**src/rtl/branch_cmp_seq_pkg.sv**
```systemverilog
// Shared definitions for the sequential branch comparator.
//   br_op_e      : branch funct3 encodings (EQ/NE/LT/GE/LTU/GEU)
//   cmp_state_e  : controller states, mirrored as ST_* logic constants
//   is_signed()  : true for the signed compare opcodes (LT/GE)
//   br_result()  : maps funct3 plus the lt/eq flags onto the branch decision
// No ports; imported with import cmp_pkg::*.
// Optional feature macro used by the design: CMP_EARLY_EXIT_EN.

package cmp_pkg;

    typedef enum logic [2:0] {
        OP_EQ  = 3'b000,
        OP_NE  = 3'b001,
        OP_LT  = 3'b100,
        OP_GE  = 3'b101,
        OP_LTU = 3'b110,
        OP_GEU = 3'b111
    } br_op_e;

    typedef enum logic [1:0] {
        IDLE = 2'd0,
        BUSY = 2'd1,
        DONE = 2'd2
    } cmp_state_e;

    localparam logic [1:0] ST_IDLE = IDLE;
    localparam logic [1:0] ST_BUSY = BUSY;
    localparam logic [1:0] ST_DONE = DONE;

    function automatic logic is_signed(input logic [2:0] op);
        return op[2:1] == 2'b10;
    endfunction

    // Illegal funct3 codes (010, 011) never take the branch.
    function automatic logic br_result(input logic [2:0] op, input logic lt, input logic eq);
        logic r;
        case (op)
            OP_EQ:          r = eq;
            OP_NE:          r = ~eq;
            OP_LT, OP_LTU:  r = lt;
            OP_GE, OP_GEU:  r = ~lt;
            default:        r = 1'b0;
        endcase
        return r;
    endfunction

endpackage

```
**src/rtl/branch_cmp_seq_if.sv**
```systemverilog
// Request/result handshake bundle for branch_cmp_seq.
//   in_valid_i / in_ready_o   : request handshake carrying a_i, b_i, op_i
//   out_valid_o / out_ready_i : result handshake carrying result_o, lt_o, eq_o
// master = requester (decode / PC-select side), slave = comparator.

interface branch_cmp_seq_if #(
    parameter int WIDTH = 32
);
    logic             in_valid_i;
    logic             in_ready_o;
    logic [WIDTH-1:0] a_i;
    logic [WIDTH-1:0] b_i;
    logic [2:0]       op_i;
    logic             out_valid_o;
    logic             out_ready_i;
    logic             result_o;
    logic             lt_o;
    logic             eq_o;

    modport master (
        output in_valid_i, a_i, b_i, op_i, out_ready_i,
        input  in_ready_o, out_valid_o, result_o, lt_o, eq_o
    );

    modport slave (
        input  in_valid_i, a_i, b_i, op_i, out_ready_i,
        output in_ready_o, out_valid_o, result_o, lt_o, eq_o
    );
endinterface

```
**src/rtl/branch_cmp_seq_cmp_chunk.sv**
```systemverilog
// cmp_chunk: combinational unsigned compare of one CHUNK-bit slice.
//   a, b : operand slices
//   lt   : a < b (unsigned)
//   eq   : a == b

module cmp_chunk #(
    parameter int CHUNK = 4
) (
    input  logic [CHUNK-1:0] a,
    input  logic [CHUNK-1:0] b,
    output logic             lt,
    output logic             eq
);
    assign lt = a < b;
    assign eq = a == b;
endmodule

```
**src/rtl/branch_cmp_seq.sv**
```systemverilog
// branch_cmp_seq: multi-cycle RISC-V branch comparator, CHUNK bits per cycle,
// most significant chunk first.
//   clk_i  : clock, rising edge
//   rst_i  : synchronous active-high reset
//   bus    : branch_cmp_seq_if.slave (request a/b/op, result result/lt/eq)
// Optional feature: define CMP_EARLY_EXIT_EN to finish on the first differing
// chunk instead of always walking all NCHUNK chunks.
//
// state | meaning
// ------+----------------------------------------------------------
// IDLE  | in_ready high, waiting for a request
// BUSY  | walking chunks NCHUNK-1 .. 0, latching the first decision
// DONE  | result registered, out_valid high until out_ready

module branch_cmp_seq
    import cmp_pkg::*;
#(
    parameter int WIDTH = 32,
    parameter int CHUNK = 4
) (
    input  logic             clk_i,
    input  logic             rst_i,
    branch_cmp_seq_if.slave  bus
);
    localparam int NCHUNK = WIDTH / CHUNK;
    localparam int CW     = (NCHUNK > 1) ? $clog2(NCHUNK) : 1;

    if (CHUNK < 1 || WIDTH < CHUNK || (WIDTH % CHUNK) != 0) begin : g_bad_cfg
        $error("branch_cmp_seq: WIDTH must be a positive multiple of CHUNK");
    end

    logic [1:0]       state;
    logic [CW-1:0]    cnt;
    logic [WIDTH-1:0] a_q;
    logic [WIDTH-1:0] b_q;
    logic [2:0]       op_q;
    logic             lt_dec;
    logic             gt_dec;
    logic             in_ready_q;
    logic             out_valid_q;
    logic             result_q;
    logic             lt_q;
    logic             eq_q;

    logic [CHUNK-1:0] a_chunk;
    logic [CHUNK-1:0] b_chunk;
    logic             chunk_lt;
    logic             chunk_eq;
    logic             undecided;
    logic             fin_lt;
    logic             fin_gt;
    logic             last;
    logic [WIDTH-1:0] sign_flip;

    // Flipping the sign bit of both operands turns a signed compare into an
    // unsigned one, so the chunk walker only ever does unsigned compares.
    always_comb begin
        sign_flip            = '0;
        sign_flip[WIDTH-1]   = is_signed(bus.op_i);
    end

    assign a_chunk = a_q[int'(cnt)*CHUNK +: CHUNK];
    assign b_chunk = b_q[int'(cnt)*CHUNK +: CHUNK];

    cmp_chunk #(.CHUNK(CHUNK)) u_cmp_chunk (
        .a  (a_chunk),
        .b  (b_chunk),
        .lt (chunk_lt),
        .eq (chunk_eq)
    );

    // Once a more significant chunk has decided, lower chunks are don't-care.
    assign undecided = ~lt_dec & ~gt_dec;
    assign fin_lt    = undecided ? chunk_lt              : lt_dec;
    assign fin_gt    = undecided ? (~chunk_lt & ~chunk_eq) : gt_dec;

`ifdef CMP_EARLY_EXIT_EN
    assign last = (cnt == '0) | (undecided & ~chunk_eq);
`else
    assign last = (cnt == '0);
`endif

    always_ff @(posedge clk_i) begin
        if (rst_i) begin
            state       <= ST_IDLE;
            cnt         <= '0;
            a_q         <= '0;
            b_q         <= '0;
            op_q        <= '0;
            lt_dec      <= 1'b0;
            gt_dec      <= 1'b0;
            in_ready_q  <= 1'b1;
            out_valid_q <= 1'b0;
            result_q    <= 1'b0;
            lt_q        <= 1'b0;
            eq_q        <= 1'b0;
        end else begin
            case (state)
                ST_IDLE: begin
                    if (bus.in_valid_i && in_ready_q) begin
                        a_q        <= bus.a_i ^ sign_flip;
                        b_q        <= bus.b_i ^ sign_flip;
                        op_q       <= bus.op_i;
                        lt_dec     <= 1'b0;
                        gt_dec     <= 1'b0;
                        cnt        <= CW'(NCHUNK - 1);
                        in_ready_q <= 1'b0;
                        state      <= ST_BUSY;
                    end
                end
                ST_BUSY: begin
                    lt_dec <= fin_lt;
                    gt_dec <= fin_gt;
                    if (cnt != '0) begin
                        cnt <= cnt - CW'(1);
                    end
                    if (last) begin
                        lt_q        <= fin_lt;
                        eq_q        <= ~fin_lt & ~fin_gt;
                        result_q    <= br_result(op_q, fin_lt, ~fin_lt & ~fin_gt);
                        out_valid_q <= 1'b1;
                        state       <= ST_DONE;
                    end
                end
                ST_DONE: begin
                    // in_ready only returns after this edge, so a request can
                    // never be taken on the DONE->IDLE edge itself.
                    if (bus.out_ready_i) begin
                        out_valid_q <= 1'b0;
                        in_ready_q  <= 1'b1;
                        state       <= ST_IDLE;
                    end
                end
                default: begin
                    state       <= ST_IDLE;
                    in_ready_q  <= 1'b1;
                    out_valid_q <= 1'b0;
                end
            endcase
        end
    end

    assign bus.in_ready_o  = in_ready_q;
    assign bus.out_valid_o = out_valid_q;
    assign bus.result_o    = result_q;
    assign bus.lt_o        = lt_q;
    assign bus.eq_o        = eq_q;

endmodule
```
**src/flat_wrapper.sv**
```systemverilog
// flat-port wrapper written by rule: the top's interface ports become plain ports
module branch_cmp_seq_flat import cmp_pkg::*;
#(
    parameter int WIDTH = 32,
    parameter int CHUNK = 4
)
  (clk_i, rst_i, bus_in_valid_i, bus_a_i, bus_b_i, bus_op_i, bus_out_ready_i, bus_in_ready_o, bus_out_valid_o, bus_result_o, bus_lt_o, bus_eq_o);
  branch_cmp_seq_if #(.WIDTH(WIDTH)) bus_i ();
  input  logic clk_i;
  input  logic rst_i;
  input wire logic [$bits(bus_i.in_valid_i)-1:0] bus_in_valid_i;
  input wire logic [$bits(bus_i.a_i)-1:0] bus_a_i;
  input wire logic [$bits(bus_i.b_i)-1:0] bus_b_i;
  input wire logic [$bits(bus_i.op_i)-1:0] bus_op_i;
  input wire logic [$bits(bus_i.out_ready_i)-1:0] bus_out_ready_i;
  output wire logic [$bits(bus_i.in_ready_o)-1:0] bus_in_ready_o;
  output wire logic [$bits(bus_i.out_valid_o)-1:0] bus_out_valid_o;
  output wire logic [$bits(bus_i.result_o)-1:0] bus_result_o;
  output wire logic [$bits(bus_i.lt_o)-1:0] bus_lt_o;
  output wire logic [$bits(bus_i.eq_o)-1:0] bus_eq_o;
  assign bus_i.in_valid_i = bus_in_valid_i;
  assign bus_i.a_i = bus_a_i;
  assign bus_i.b_i = bus_b_i;
  assign bus_i.op_i = bus_op_i;
  assign bus_i.out_ready_i = bus_out_ready_i;
  assign bus_in_ready_o = bus_i.in_ready_o;
  assign bus_out_valid_o = bus_i.out_valid_o;
  assign bus_result_o = bus_i.result_o;
  assign bus_lt_o = bus_i.lt_o;
  assign bus_eq_o = bus_i.eq_o;
  branch_cmp_seq #(.WIDTH(WIDTH), .CHUNK(CHUNK)) u_core (.clk_i(clk_i), .rst_i(rst_i), .bus(bus_i));
endmodule
```
**config.mk**
```make
export PLATFORM = sky130hd
export DESIGN_NAME = branch_cmp_seq_flat
export DESIGN_NICKNAME = d
export VERILOG_FILES = /design/src/rtl/branch_cmp_seq_pkg.sv /design/src/rtl/branch_cmp_seq_if.sv /design/src/rtl/branch_cmp_seq_cmp_chunk.sv /design/src/rtl/branch_cmp_seq.sv /design/src/flat_wrapper.sv
export SDC_FILE = /design/constraint.sdc
export NUM_CORES = 1
export LEC_CHECK = 0
export ABC_AREA = 1
export CAP_MARGIN = 20
export CORE_AREA = 5 5 93 112
export DETAILED_ROUTE_END_ITERATION = 12
export DIE_AREA = 0 0 98 117
export PLACE_DENSITY = 0.67
export SYNTH_ARGS = -nofsm -noshare
export SYNTH_HDL_FRONTEND = slang
export SYNTH_HIERARCHICAL = 1
export SYNTH_SLANG_ARGS = --single-unit
```
**constraint.sdc**
```tcl
create_clock -name clk_i -period 3.2 [get_ports clk_i]
set_clock_uncertainty 0.1 [all_clocks]
set_input_delay 0.64 -clock clk_i [delete_from_list [all_inputs] [get_ports clk_i]]
set_output_delay 0.64 -clock clk_i [all_outputs]
set_load 0.02 [all_outputs]
```
# Word level (Yosys, flattened, before mapping)
# Index checks and enable logic that the tools add are counted.
# word_totals
out_inout_bits,5
regBits,79
wordCells,76
# classes
muxes,18
reduce_logical,15
n_addsub,1
order_cmp,1
n_shift,2
n_eq_ne,13
n_bitwise,14
# ops
op,count
32-bit by 6-bit variable part select with 4-bit output,2
32-bit XOR,2
"3-bit equality test, second input constant",4
3-bit AND reduction,4
1-bit inverter,9
3-bit zero test,2
1-bit 2-to-1 mux,6
2-bit 2-to-1 mux,3
3-bit 2-to-1 mux,2
"2-bit by 1-bit inequality test with 1-bit output, second input constant",3
1-bit case mux with 3 select lines,2
2-bit case mux with 3 select lines,1
3-bit case mux with 2 select lines,1
2-bit AND reduction,3
"2-bit equality test, second input constant",2
4-bit equality test,1
4-bit less-than comparator,1
1-bit case mux with 2 select lines,2
1-bit case mux with 4 select lines,1
2-bit OR reduction,2
1-bit bitwise AND,3
"3-bit by 1-bit equality test with 1-bit output, second input constant",1
3-bit nonzero test,1
"3-bit by 1-bit subtractor with 3-bit output, second input constant",1
5 further kinds,5

# Depth between registers and ports, before layout
# Gate-level depths: netlist of the first run.
# depth
word_depth,9
ltp_mapped,21

# Cells and area by module
# Netlist of the first run, hierarchy kept.
# by_module_without_submodules
mod,cells_each,area_each_um2,instances
branch_cmp_seq,494,3464.6,1
cmp_chunk,20,117.6,1

# Least setup slack after synthesis of the first run
# No wires, ideal clock.
# synth_path
path_type,reg-to-reg
startpoint,register u_core.cnt[1]
endpoint,"register u_core.result_q, in the netlist u_core/bus.result_o"
slack_ps,969
setup_ps,109
t_arrival_ps,2022
path_stages_with_launch,20
cell_sequence,dfxtp_1 -> buf_1 -> o21ai_0 -> o22ai_1 -> nand2_1 -> nand2_1 -> inv_1 -> ha_1 -> nand2_2 -> inv_2 -> a21oi_2 -> inv_1 -> nand2_1 -> nand2_1 -> nand2_1 -> nand2_1 -> inv_1 -> nand3_1 -> nand2_1 -> inv_1
# synth_between
elab_chain_cells,9
# synth_lines
element,line_no,text
from (decl),branch_cmp_seq.sv:33,logic [CW-1:0] cnt;
from (signal assigned),branch_cmp_seq.sv:106,cnt <= CW'(NCHUNK - 1);
from (signal assigned),branch_cmp_seq.sv:115,cnt <= cnt - CW'(1);
32-bit by 6-bit variable part select with 4-bit output (*),branch_cmp_seq.sv:63,assign b_chunk = b_q[int'(cnt)*CHUNK +: CHUNK];
via u_core.b_chunk[3],branch_cmp_seq.sv:46,logic [CHUNK-1:0] b_chunk;
4-bit less-than comparator (*),branch_cmp_seq_cmp_chunk.sv:14,assign lt = a < b;
via u_core.chunk_lt,branch_cmp_seq.sv:47,logic chunk_lt;
1-bit inverter,branch_cmp_seq.sv:75,assign fin_gt = undecided ? (~chunk_lt & ~chunk_eq) : gt_dec;
1-bit bitwise AND,branch_cmp_seq.sv:75,
1-bit 2-to-1 mux,branch_cmp_seq.sv:75,
1-bit inverter,branch_cmp_seq.sv:120,"result_q <= br_result(op_q, fin_lt, ~fin_lt & ~fin_gt);"
1-bit bitwise AND,branch_cmp_seq.sv:120,
1-bit inverter,branch_cmp_seq_pkg.sv:39,OP_NE: r = ~eq;
1-bit case mux with 4 select lines (*),branch_cmp_seq_pkg.sv:37,case (op)
to (signal assigned),branch_cmp_seq.sv:120,
to (decl),branch_cmp_seq.sv:41,logic result_q;
# Mark *: on every way through the listed nets, which the timed path passes. The rest lies on a longest branch.
# A chain may end at the register's enable or synchronous reset.

# Worst setup path after layout of the first run
# layout_path
startpoint,register u_core.cnt[0]
endpoint,"register u_core.result_q, in the netlist u_core/bus.result_o"
# Same word-level chain as after synthesis.

==> key figures, run 1 <==
Detailed routing
  • Post-DRT Antenna Nets: 0
  • Via Count: between 3000 and 4000
  • Residual DRC: 0
  • WL per Instance: 12.83 µm
  • Final wirelength: 9017 µm
  • Vias/cell: 4.834
  • DR iter-0 viols: 152
  • Pre-antenna DRT Iters: 4

Power
  • Max rail drop VDD: 0.0003438 V
  • P per Cell Area: 713.3 nW/µm²
  • Leak: 1.954 nW

Floorplanning
  • # rows: 39
  • Die H: 117 µm
  • Die Width: 98 µm
  • Boundary pin count: 76
  • Starting Density: 0.3843
  • Overall die area: approximately 11000 µm²
  • Core Box Area: 9320 µm²

Clocking
  • CTS sink count: between 70 and 80
  • Worst-Skew Late Latency: 0.33 ns
  • H-tree Lvls: 3
  • CTS tree: built
  • Cts hold-fix bufs: 0
  • Clk buf depth: 2
  • Post-CTS Setup Bufs: 0
  • Root buffer cell: clkbuf_16
  • Clk pin slew, worst setup/hold paths: about 0.060 ns
  • Clock buffer count from CTS: 9
  • Post-CTS sizing: 0

Placed design
  • Placed wire-length estimate: 6648 µm
  • Final GP Congestion: 0.8690
  • Total placed cells including tap cells: 688
  • Setup WS pre-CTS: between 0.6 and 0.7 ns
  • Count of input and output buffers: 75
  • Post-placement cell area: 4380 µm²

Timing
  • Final hold slack: 0.3759 ns
  • RSZ-0062 raised after global routing: false
  • Least-Margin Pin Slew: 0.5584 ns
  • Crit share post-route: 0.8000
  • Worst rel slew slack: 0.6272
  • Final setup fails: 0
  • Max-slew violations: 0
  • Fmax achieved: 390.6 MHz
  • Final Hold Fails: 0
  • Post-Route Setup TNS: 0 ns
  • Final worst slack: about 0.64 ns
  • Min Clock Period, post-route: 2.560 ns

Logic synthesis
  • Syn_nets: 591
  • Sequential area share after synthesis: 0.4415
  • Simple-Gate Fraction of Synth Area: 0.2543
  • YS warnings: 6
  • Post-synthesis xor/xnor area fraction: 0.004890
  • Adder-Cell Fraction of Synth Area: 0.02096
  • Mean Syn Cell Area: 6.969 µm²
  • Mapped cell area: 3582 µm²
  • Syn Inst Count: 514
  • Yosys reg bits: 79
  • Library cells used by synthesis: 25
  • Largest family of logic cells by synthesized area: simple AND/OR/NAND/NOR gates
  • Synth Area in Compound Gates: 0.1980
  • Mux contribution to synthesized area: 0

Layout
  • Antenna cells: 0
  • Final Cell Area: 4708 µm²
  • Area grow syn2layout: 31.44%
  • Share of cells above drive strength 1: 0.05690
  • Layout Cells excl Fill: 703
  • Commonest non-fill, non-tap cell in the layout: nor2_1
  • Nets: approximately 650
  • Commonest cells after routing, fill and taps aside: nor2_1 (168), o21ai_0 (96), dfxtp_1 (79)

GRT
  • Vias in the first global route: 3299
  • Largest net degree at the start of global routing: 42
  • Initial antenna violation count: 0
  • Grt ovf: 0
  • First-pass GRT wire length: about 15000 µm
  • All-Layer GR Usage: 0.1594

Worst hold path
  • HP Class: flip-flop to flip-flop

Setup path
  • Worst-path maximum fanout: 36
  • CP startpoint kind: flip-flop
  • WP data arrival: between 2 and 3 ns
  • CP Capture Type: flip-flop
  • CP required: between 3 and 4 ns
  • Critical path class: flip-flop to flip-flop

Flow run
  • Max-cap viol count: 0

Status
  • Status: completed
[worst max-delay path: stages, from the launching register on]
cell,delay [ns]
dfxtp_1,0.32
inv_2,0.41
o21ai_0,0.15
o22ai_1,0.14
nand2_1,0.06
nand2_1,0.08
inv_1,0.04
ha_1,0.28
nand2_1,0.08
nand2_1,0.07
a21oi_2,0.15
inv_1,0.06
nand2_1,0.12
nand2_1,0.08
nand2_1,0.06
nand2_1,0.04
inv_1,0.04
nand3_1,0.07
nand2_1,0.07
inv_1,0.03
[final timing paths]
check | startpoint | endpoint | slack [ns] | cells past startpoint
worst max-delay path | u_core/cnt[0] | u_core/bus.result_o | 0.64 | 19
worst min-delay path | u_core/a_q[5] | u_core/a_q[5] | 0.38 | 2
worst max register to register | u_core/cnt[0] | u_core/bus.result_o | 0.64 | 19
worst min register to register | u_core/a_q[5] | u_core/a_q[5] | 0.38 | 2
[per-stage QoR]
| step | power, mW | utilization |
|---|---|---|
| after floorplan | 1.975 | - |
| after global placement | 2.216 | 0.4700 |
| after detailed placement | 2.253 | 0.4700 |
| after CTS | 3.382 | 0.5052 |
| after global routing | 3.583 | 0.5052 |
| final | 3.358 | 0.5052 |
[layer usage]
metal / GRT usage / wire length (µm) / up-vias
met5: 0 / 0 / -
met4: 0.07202 / 257 / 0
met3: 0.03142 / 307 / 17
met2: 0.2861 / 4534 / 67
met1: 0.1847 / 3917 / 1532
li1: - / - / 1782
[final cells by class]
type / count / area, µm²
tap: 123 / 153.9
fill: 910 / 4612
multi-input combinational: 373 / 1713
sequential: 79 / 1582
timing repair buffer: 82 / 815.8
inverter: 31 / 116.4
clock buffer: 11 / 232.7
clock inverter: 4 / 95.09
[sequential cells by signal, indices dropped and copies added, names as in the netlist]
name and flops:
u_core/a_q 32, u_core/b_q 32, u_core/bus.eq_o 1, u_core/bus.in_ready_o 1
u_core/bus.lt_o 1, u_core/bus.out_valid_o 1, u_core/bus.result_o 1, u_core/cnt 3
u_core/gt_dec 1, u_core/lt_dec 1, u_core/op_q 3, u_core/state 2
[cells by family (layout without fill, tap and decap cells)]
kind of cell,after synthesis,count (layout)
fa+ha+maj,6,6
xor+xnor,2,2
compound gates,134,134
flops,79,79
simple gates,231,231
buf+inv,62,128
[Yosys cell counts]
cell | number | area share
xor2_1 | 2 | 0.0049
buf_8 | 1 | 0.0042
buf_2 | 11 | 0.015
o21ai_2 | 1 | 0.0024
dfxtp_1 | 79 | 0.44
nand2_2 | 1 | 0.0017
or2_0 | 1 | 0.0017
o22ai_1 | 16 | 0.028
a21oi_1 | 11 | 0.015
nand4_4 | 1 | 0.0059
a211oi_1 | 1 | 0.0021
nor3_4 | 1 | 0.0045
nand3_1 | 7 | 0.0098
o21ai_0 | 96 | 0.13
nand2_1 | 52 | 0.054
a21oi_2 | 2 | 0.0049
nor2_1 | 168 | 0.18
ha_1 | 6 | 0.021
inv_2 | 7 | 0.0073
buf_6 | 4 | 0.013
clkbuf_1 | 13 | 0.014
o211a_1 | 1 | 0.0028
inv_1 | 24 | 0.025
buf_1 | 2 | 0.0021
o21ai_1 | 6 | 0.0084
[report_power, final]
part	internal (mW)	switching, mW
Sequential	1.14	0.0970
Combinational	0.399	0.600
Clock	0.756	0.368
Total	2.29	1.06
No activity file was read; power rests on OpenSTA's default activity.
==> inputs of run 2 (changes only) <==
PLACE_DENSITY = 0.69   (was 0.67)
clock period = 2.1 ns   (was 3.2 ns; I/O delays follow)
==> run 2 against run 1 <==
  * Combinational power grew 100%
  * Register-to-register slack worse by 0.93 ns
  * Sequential power up 55%
  * Critical path depth unchanged
  * Fmax up 7.3%
  * Hold slack improved by 0.0017 ns
  * The run now ends with negative setup slack left
  * Via count rose by 5.7%
  * Critical endpoint unchanged
  * Die area unchanged
  * Global-route usage rose by 1.1 points
==> key figures, run 2 (synthesis results as in run 1) <==
Floorplanning
  • # rows: 39 (unchanged)
  • Die H: 117 µm (unchanged)
  • Core Box Area: 9320 µm² (unchanged)
  • Overall die area: 11470 µm² (unchanged)
  • Boundary pin count: 76 (unchanged)
  • Starting Density: 0.3843 (unchanged)
  • Die Width: 98 µm (unchanged)

Setup path
  • R2R cell count: 19 (unchanged)
  • Cell mode on critical path: nand2_1 (unchanged)
  • WP data arrival: 2.52 ns (was 2.69 ns)
  • R2r startpoint: u_core/cnt[0] (unchanged)
  • Worst setup startpoint: u_core/cnt[0] (unchanged)
  • CP max stage delay: 0.45 ns (was 0.41 ns)
  • Worst-path maximum fanout: 8 (was 36)
  • Worst R2R Setup Slack: -0.29 ns (was 0.64 ns)
  • CP cell instances: buf_12 -> o21ai_2 -> o22ai_1 -> nand2_1 -> nand2_1 -> inv_1 -> ha_1 -> nand2_2 -> inv_2 -> a21oi_2 -> inv_1 -> nand2_2 -> nand2_2 -> nand2_1 -> nand2_1 -> inv_1 -> nand3_1 -> nand2_1 -> inv_1 (was inv_2 -> o21ai_0 -> o22ai_1 -> nand2_1 -> nand2_1 -> inv_1 -> ha_1 -> nand2_1 -> nand2_1 -> a21oi_2 -> inv_1 -> nand2_1 -> nand2_1 -> nand2_1 -> nand2_1 -> inv_1 -> nand3_1 -> nand2_1 -> inv_1)
  • CP startpoint kind: flip-flop (unchanged)
  • Reg2reg end: u_core/bus.result_o (unchanged)
  • CP required: 2.23 ns (was 3.33 ns)
  • CP Capture Type: flip-flop (unchanged)
  • Slowest cell on crit path: dfxtp_4 (was inv_2)
  • Critical path class: flip-flop to flip-flop (unchanged)

Timing
  • Final setup fails: 5 (was 0)
  • RSZ-0062 raised after global routing: true (was false)
  • Final Hold Fails: 0 (unchanged)
  • Final hold slack: 0.3775 ns (was 0.3759 ns)
  • Worst rel slew slack: 0.7862 (was 0.6272)
  • Final worst slack: -0.2870 ns (was 0.6399 ns)
  • Post-Route Setup TNS: -1.271 ns (was 0 ns)
  • Fmax achieved: 418.9 MHz (was 390.6 MHz)
  • Crit share post-route: 1.137 (was 0.8000)
  • Min Clock Period, post-route: 2.387 ns (was 2.560 ns)
  • Max-slew violations: 0 (unchanged)
  • Least-Margin Pin Slew: 0.3196 ns (was 0.5584 ns)

Clocking
  • H-tree Lvls: 3 (unchanged)
  • CTS sink count: 79 (unchanged)
  • Clk pin slew, worst setup/hold paths: 0.06 ns (about the same)
  • Worst-Skew Late Latency: 0.33 ns (about the same)
  • Cts hold-fix bufs: 0 (unchanged)
  • CTS tree: built (unchanged)
  • Root buffer cell: clkbuf_16 (unchanged)
  • Clock buffer count from CTS: 9 (unchanged)
  • Clk buf depth: 2 (unchanged)

Worst hold path
  • Hold path start: u_core/op_q[1] (was u_core/a_q[5])
  • Hold depth: 2 (unchanged)
  • Hold Crit Endpoint: u_core/op_q[1] (was u_core/a_q[5])
  • HP Class: flip-flop to flip-flop (unchanged)

Power
  • P per Cell Area: 1106 nW/µm² (was 713.3 nW/µm²)
  • Int Pwr: 3.763 mW (was 2.294 mW)
  • Leak: 2.114 nW (was 1.954 nW)
  • Sw Pwr: 1.855 mW (was 1.065 mW)
  • Reg power frac: 0.341 (was 0.368)
  • Gate power share: 0.363 (was 0.297)
  • Clock power frac: 0.296 (was 0.335)
  • Max rail drop VDD: 0.0004928 V (was 0.0003438 V)
  • Overall power: 5.617 mW (was 3.358 mW)
  • Switch share: 0.3302 (was 0.3170)

Placed design
  • Setup WS pre-CTS: -0.2124 ns (was 0.6670 ns)
  • Post-placement cell area: 4558 µm² (was 4380 µm²)
  • Final GP Congestion: 0.8467 (was 0.8690)
  • Count of input and output buffers: 75 (unchanged)
  • Total placed cells including tap cells: 701 (was 688)
  • Placed wire-length estimate: 6992 µm (was 6648 µm)

Layout
  • Final Cell Area: 5079 µm² (was 4708 µm²)
  • Filler cell count: 856 (was 910)
  • Biggest regs: u_core/a_q: 32 flops, u_core/b_q: 32 flops (unchanged)
  • Commonest cells after routing, fill and taps aside: nor2_1 (167), o21ai_0 (82), dfxtp_1 (77) (was nor2_1 (168), o21ai_0 (96), dfxtp_1 (79))
  • Antenna cells: 0 (unchanged)
  • Final core occ: 0.5449 (was 0.5052)
  • Layout Cells excl Fill: 724 (was 703)
  • Share of cells above drive strength 1: 0.1148 (was 0.05690)
  • Nets: 673 (was 653)
  • Commonest non-fill, non-tap cell in the layout: nor2_1 (unchanged)
  • Area grow syn2layout: 41.77% (was 31.44%)

GRT
  • Vias in the first global route: 3461 (was 3299)
  • Largest net degree at the start of global routing: 37 (was 42)
  • Grt ovf: 0 (unchanged)
  • Initial antenna violation count: 0 (unchanged)
  • All-Layer GR Usage: 0.1709 (was 0.1594)
  • First-pass GRT wire length: 15970 µm (was 14940 µm)

Detailed routing
  • DR iter-0 viols: 254 (was 152)
  • Pre-antenna DRT Iters: 4 (unchanged)
  • Final wirelength: 9952 µm (was 9017 µm)
  • Vias/cell: 4.961 (was 4.834)
  • Via Count: 3592 (was 3398)
  • Post-DRT Antenna Nets: 0 (unchanged)
  • WL per Instance: 13.75 µm (was 12.83 µm)
  • Residual DRC: 0 (unchanged)

Flow run
  • Max-cap viol count: 0 (unchanged)

Status
  • Violated checks: negative setup slack
  • Status: finished with violations (was completed)
[run 2: repair_timing]
item | CTS | global route
gates cloned | 2 | 2
endpoints found under the hold margin | 0 | 0
pin swaps | 1 | 12
setup endpoints to repair | 5 | 5
resized for setup | 16 | 17
setup buffers | 1 | 2
[run 2: worst max-delay path by stage]
stage	to	slack, ns	cells past startpoint
floorplan	u_core/bus.result_o	0.005	19
global placement	u_core/bus.result_o	-0.14	16
detailed placement	u_core/bus.result_o	-0.21	19
CTS	u_core/bus.result_o	-0.19	20
global route	u_core/bus.result_o	-0.41	19
finish	u_core/bus.result_o	-0.29	19
[run 2: metal layers]
layer,track usage,wire length [µm],up-vias
met5,0,0,-
met4,0.08864,331,0
met3,0.03023,422,25
met2,0.3047,5057,99
met1,0.1972,4140,1637
li1,-,-,1831
[run 2: layout make-up]
type,instances,area [µm²],area share
clock buffers,11,242.7,0.04780
multi-input cells,373,1765,0.3476
inverters,31,126.4,0.02488
well taps,123,153.9,0.03030
clock inverters,5,81.33,0.01601
flip-flops and latches,79,1589,0.3129
repair buffers,102,1120,0.2205
[run 2: power groups by stage]
stage	Combinational (mW)	Sequential (mW)	Clock, mW
3_3_place_gp	1.63	1.92	0
6_report	2.04	1.92	1.66
2_1_floorplan	1.16	1.88	0
3_5_place_dp	1.69	1.92	0
4_1_cts	1.81	1.91	1.69
5_1_grt	2.26	1.94	1.74
[run 2: worst max-delay path: cells and delay by family (launching register included)]
| kind | cells | cell delay (ns) |
|---|---|---|
| DFF | 1 | 0.45 |
| buffers and inverters | 6 | 0.40 |
| AOI/OAI and AO/OA | 3 | 0.37 |
| adders and majority gates | 1 | 0.32 |
| and+or+nand+nor | 9 | 0.63 |
==> inputs of run 3 (changes only) <==
CORE_AREA = 5 5 87 105   (was 5 5 93 112)
DIE_AREA = 0 0 92 110   (was 0 0 98 117)
PLACE_DENSITY = 0.78   (was 0.69)
==> run 3 against run 2 <==
  * The flow still finishes with violations (negative setup slack)
  * Count of clock-buffer cells in the layout increased by 1
  * Via count rose by 1.1%
  * Clock power decreased by 33%
  * First-iteration DRC count up 9.8%
  * Sequential power barely moved
  * Largest power group unchanged
  * Highest routed layer unchanged
==> key figures, run 3 (synthesis results as in run 1) <==
Status
  • Status: finished with violations (unchanged)
  • Violated checks: negative setup slack (unchanged)

Layout
  • Area grow syn2layout: 41.84% (was 41.77%)
  • Final core occ: 0.6337 (was 0.5449)
  • Layout Cells excl Fill: 701 (was 724)
  • Nets: 679 (was 673)
  • Antenna cells: 0 (unchanged)
  • Share of cells above drive strength 1: 0.1716 (was 0.1148)
  • Biggest regs: u_core/a_q: 32 flops, u_core/b_q: 32 flops (unchanged)
  • Commonest non-fill, non-tap cell in the layout: nor2_1 (unchanged)
  • Final Cell Area: 5081 µm² (was 5079 µm²)
  • Commonest cells after routing, fill and taps aside: nor2_1 (164), o21ai_0 (80), dfxtp_1 (77) (was nor2_1 (167), o21ai_0 (82), dfxtp_1 (77))

Floorplanning
  • Boundary pin count: 76 (unchanged)
  • Core Box Area: 8018 µm² (was 9320 µm²)
  • # rows: 36 (was 39)
  • Starting Density: 0.4468 (was 0.3843)
  • Die H: 110 µm (was 117 µm)
  • Overall die area: 10120 µm² (was 11470 µm²)
  • Die Width: 92 µm (was 98 µm)

Clocking
  • Root buffer cell: clkbuf_8 (was clkbuf_16)
  • CTS tree: built (unchanged)
  • CTS sink count: 79 (unchanged)
  • Clk buf depth: 2 (unchanged)
  • Clk pin slew, worst setup/hold paths: 0.08 ns (was 0.06 ns)
  • Worst-Skew Late Latency: 0.34 ns (was 0.33 ns)
  • Cts hold-fix bufs: 0 (unchanged)
  • H-tree Lvls: 3 (unchanged)
  • Clock buffer count from CTS: 9 (unchanged)

GRT
  • Initial antenna violation count: 0 (unchanged)
  • All-Layer GR Usage: 0.1918 (was 0.1709)
  • First-pass GRT wire length: 15580 µm (was 15970 µm)
  • Largest net degree at the start of global routing: 39 (was 37)
  • Grt ovf: 0 (unchanged)
  • GR met1 Demand/Resource: 0.2146 (was 0.1972)
  • Grt peak-use layer: met2 (unchanged)
  • GR Util met2: 0.3606 (was 0.3047)
  • GR Util met3: 0.04209 (was 0.03023)
  • Vias in the first global route: 3452 (was 3461)

Detailed routing
  • Vias/cell: 5.178 (was 4.961)
  • Final wirelength: 9857 µm (was 9952 µm)
  • DR iter-0 viols: 279 (was 254)
  • WL per Instance: 14.06 µm (was 13.75 µm)
  • Pre-antenna DRT Iters: 7 (was 4)
  • Residual DRC: 0 (unchanged)
  • Post-DRT Antenna Nets: 0 (unchanged)
  • Via Count: 3630 (was 3592)

Timing
  • Fmax achieved: 407.9 MHz (was 418.9 MHz)
  • Min Clock Period, post-route: 2.452 ns (was 2.387 ns)
  • Final Hold Fails: 0 (unchanged)
  • Final hold slack: 0.3853 ns (was 0.3775 ns)
  • Worst rel slew slack: 0.7344 (was 0.7862)
  • Crit share post-route: 1.167 (was 1.137)
  • Final worst slack: -0.3516 ns (was -0.2870 ns)
  • Least-Margin Pin Slew: 0.3979 ns (was 0.3196 ns)
  • Final setup fails: 5 (unchanged)
  • Max-slew violations: 0 (unchanged)
  • RSZ-0062 raised after global routing: true (unchanged)

Power
  • P per Cell Area: 1046 nW/µm² (was 1106 nW/µm²)
  • Max rail drop VDD: 0.0004557 V (was 0.0004928 V)
  • Leak: 2.096 nW (was 2.114 nW)

Worst hold path
  • HP Class: flip-flop to flip-flop (unchanged)

Placed design
  • Count of input and output buffers: 75 (unchanged)
  • Placed wire-length estimate: 6864 µm (was 6992 µm)
  • Setup WS pre-CTS: -0.2052 ns (was -0.2124 ns)
  • Post-placement cell area: 4516 µm² (was 4558 µm²)
  • Final GP Congestion: 0.8846 (was 0.8467)
  • Total placed cells including tap cells: 677 (was 701)

Setup path
  • Critical path class: flip-flop to flip-flop (unchanged)
  • Worst-path maximum fanout: 7 (was 8)
  • CP Capture Type: flip-flop (unchanged)
  • CP required: 2.24 ns (was 2.23 ns)
  • CP startpoint kind: flip-flop (unchanged)
  • WP data arrival: 2.60 ns (was 2.52 ns)

Flow run
  • Max-cap viol count: 0 (unchanged)
## run 3: timing repair
| action | 4_1_cts | 5_1_grt |
|---|---|---|
| setup buffers | 4 | 1 |
| gates cloned | 3 | 1 |
| endpoints found under the hold margin | 0 | 0 |
| resized for setup | 39 | 48 |
| pin swaps | 15 | 40 |
| setup endpoints to repair | 5 | 5 |
## run 3: layer usage
| metal | share of wire | vias to the layer above |
|---|---|---|
| li1 | - | 1842 |
| met2 | 0.52 | 118 |
| met5 | 0 | - |
| met1 | 0.41 | 1646 |
| met4 | 0.026 | 0 |
| met3 | 0.048 | 24 |
## run 3: per-stage QoR
stage	power [mW]	TNS, ns
after global placement	3.546	-0.4015
after floorplan	3.042	0
after global routing	5.637	-1.514
final	5.314	-1.132
after detailed placement	3.597	-0.6521
after CTS	4.940	-0.4178
## run 3: area by class of cell
type	instances	area, µm²
tap	95	118.9
clock buffer	12	155.1
timing repair buffer	108	1142
clock inverter	3	42.54
fill	671	2937
inverter	31	126.4
sequential	79	1589
multi-input combinational	373	1907
## run 3: where the power goes
part	internal, mW	switching, mW
combinational	1.06	1.23
sequential	1.74	0.175
clock	0.606	0.515
total	3.40	1.92
## run 3: path summary, 6_finish.rpt
kind,endpoint,cells after the start,slack [ns],from
worst min register to register,u_core/b_q[10],2,0.39,u_core/b_q[10]
worst max-delay path,u_core/bus.result_o,19,-0.35,u_core/cnt[0]
worst min-delay path,u_core/b_q[10],2,0.39,u_core/b_q[10]
worst max register to register,u_core/bus.result_o,19,-0.35,u_core/cnt[0]
## run 3: critical path, cell delays in order, from the launching register on
cell and delay (ns):
dfxtp_4 0.42, buf_8 0.14, buf_8 0.13, nor2_4 0.04, o22ai_2 0.13, nand2_1 0.07
nand2_1 0.11, inv_2 0.06, ha_4 0.28, nand2_4 0.07, inv_2 0.05, a21oi_2 0.06
nor2_1 0.14, nand3_2 0.12, nand2_1 0.09, inv_1 0.05, nor2_1 0.09, nand3_1 0.09
nand2_1 0.09, inv_1 0.04
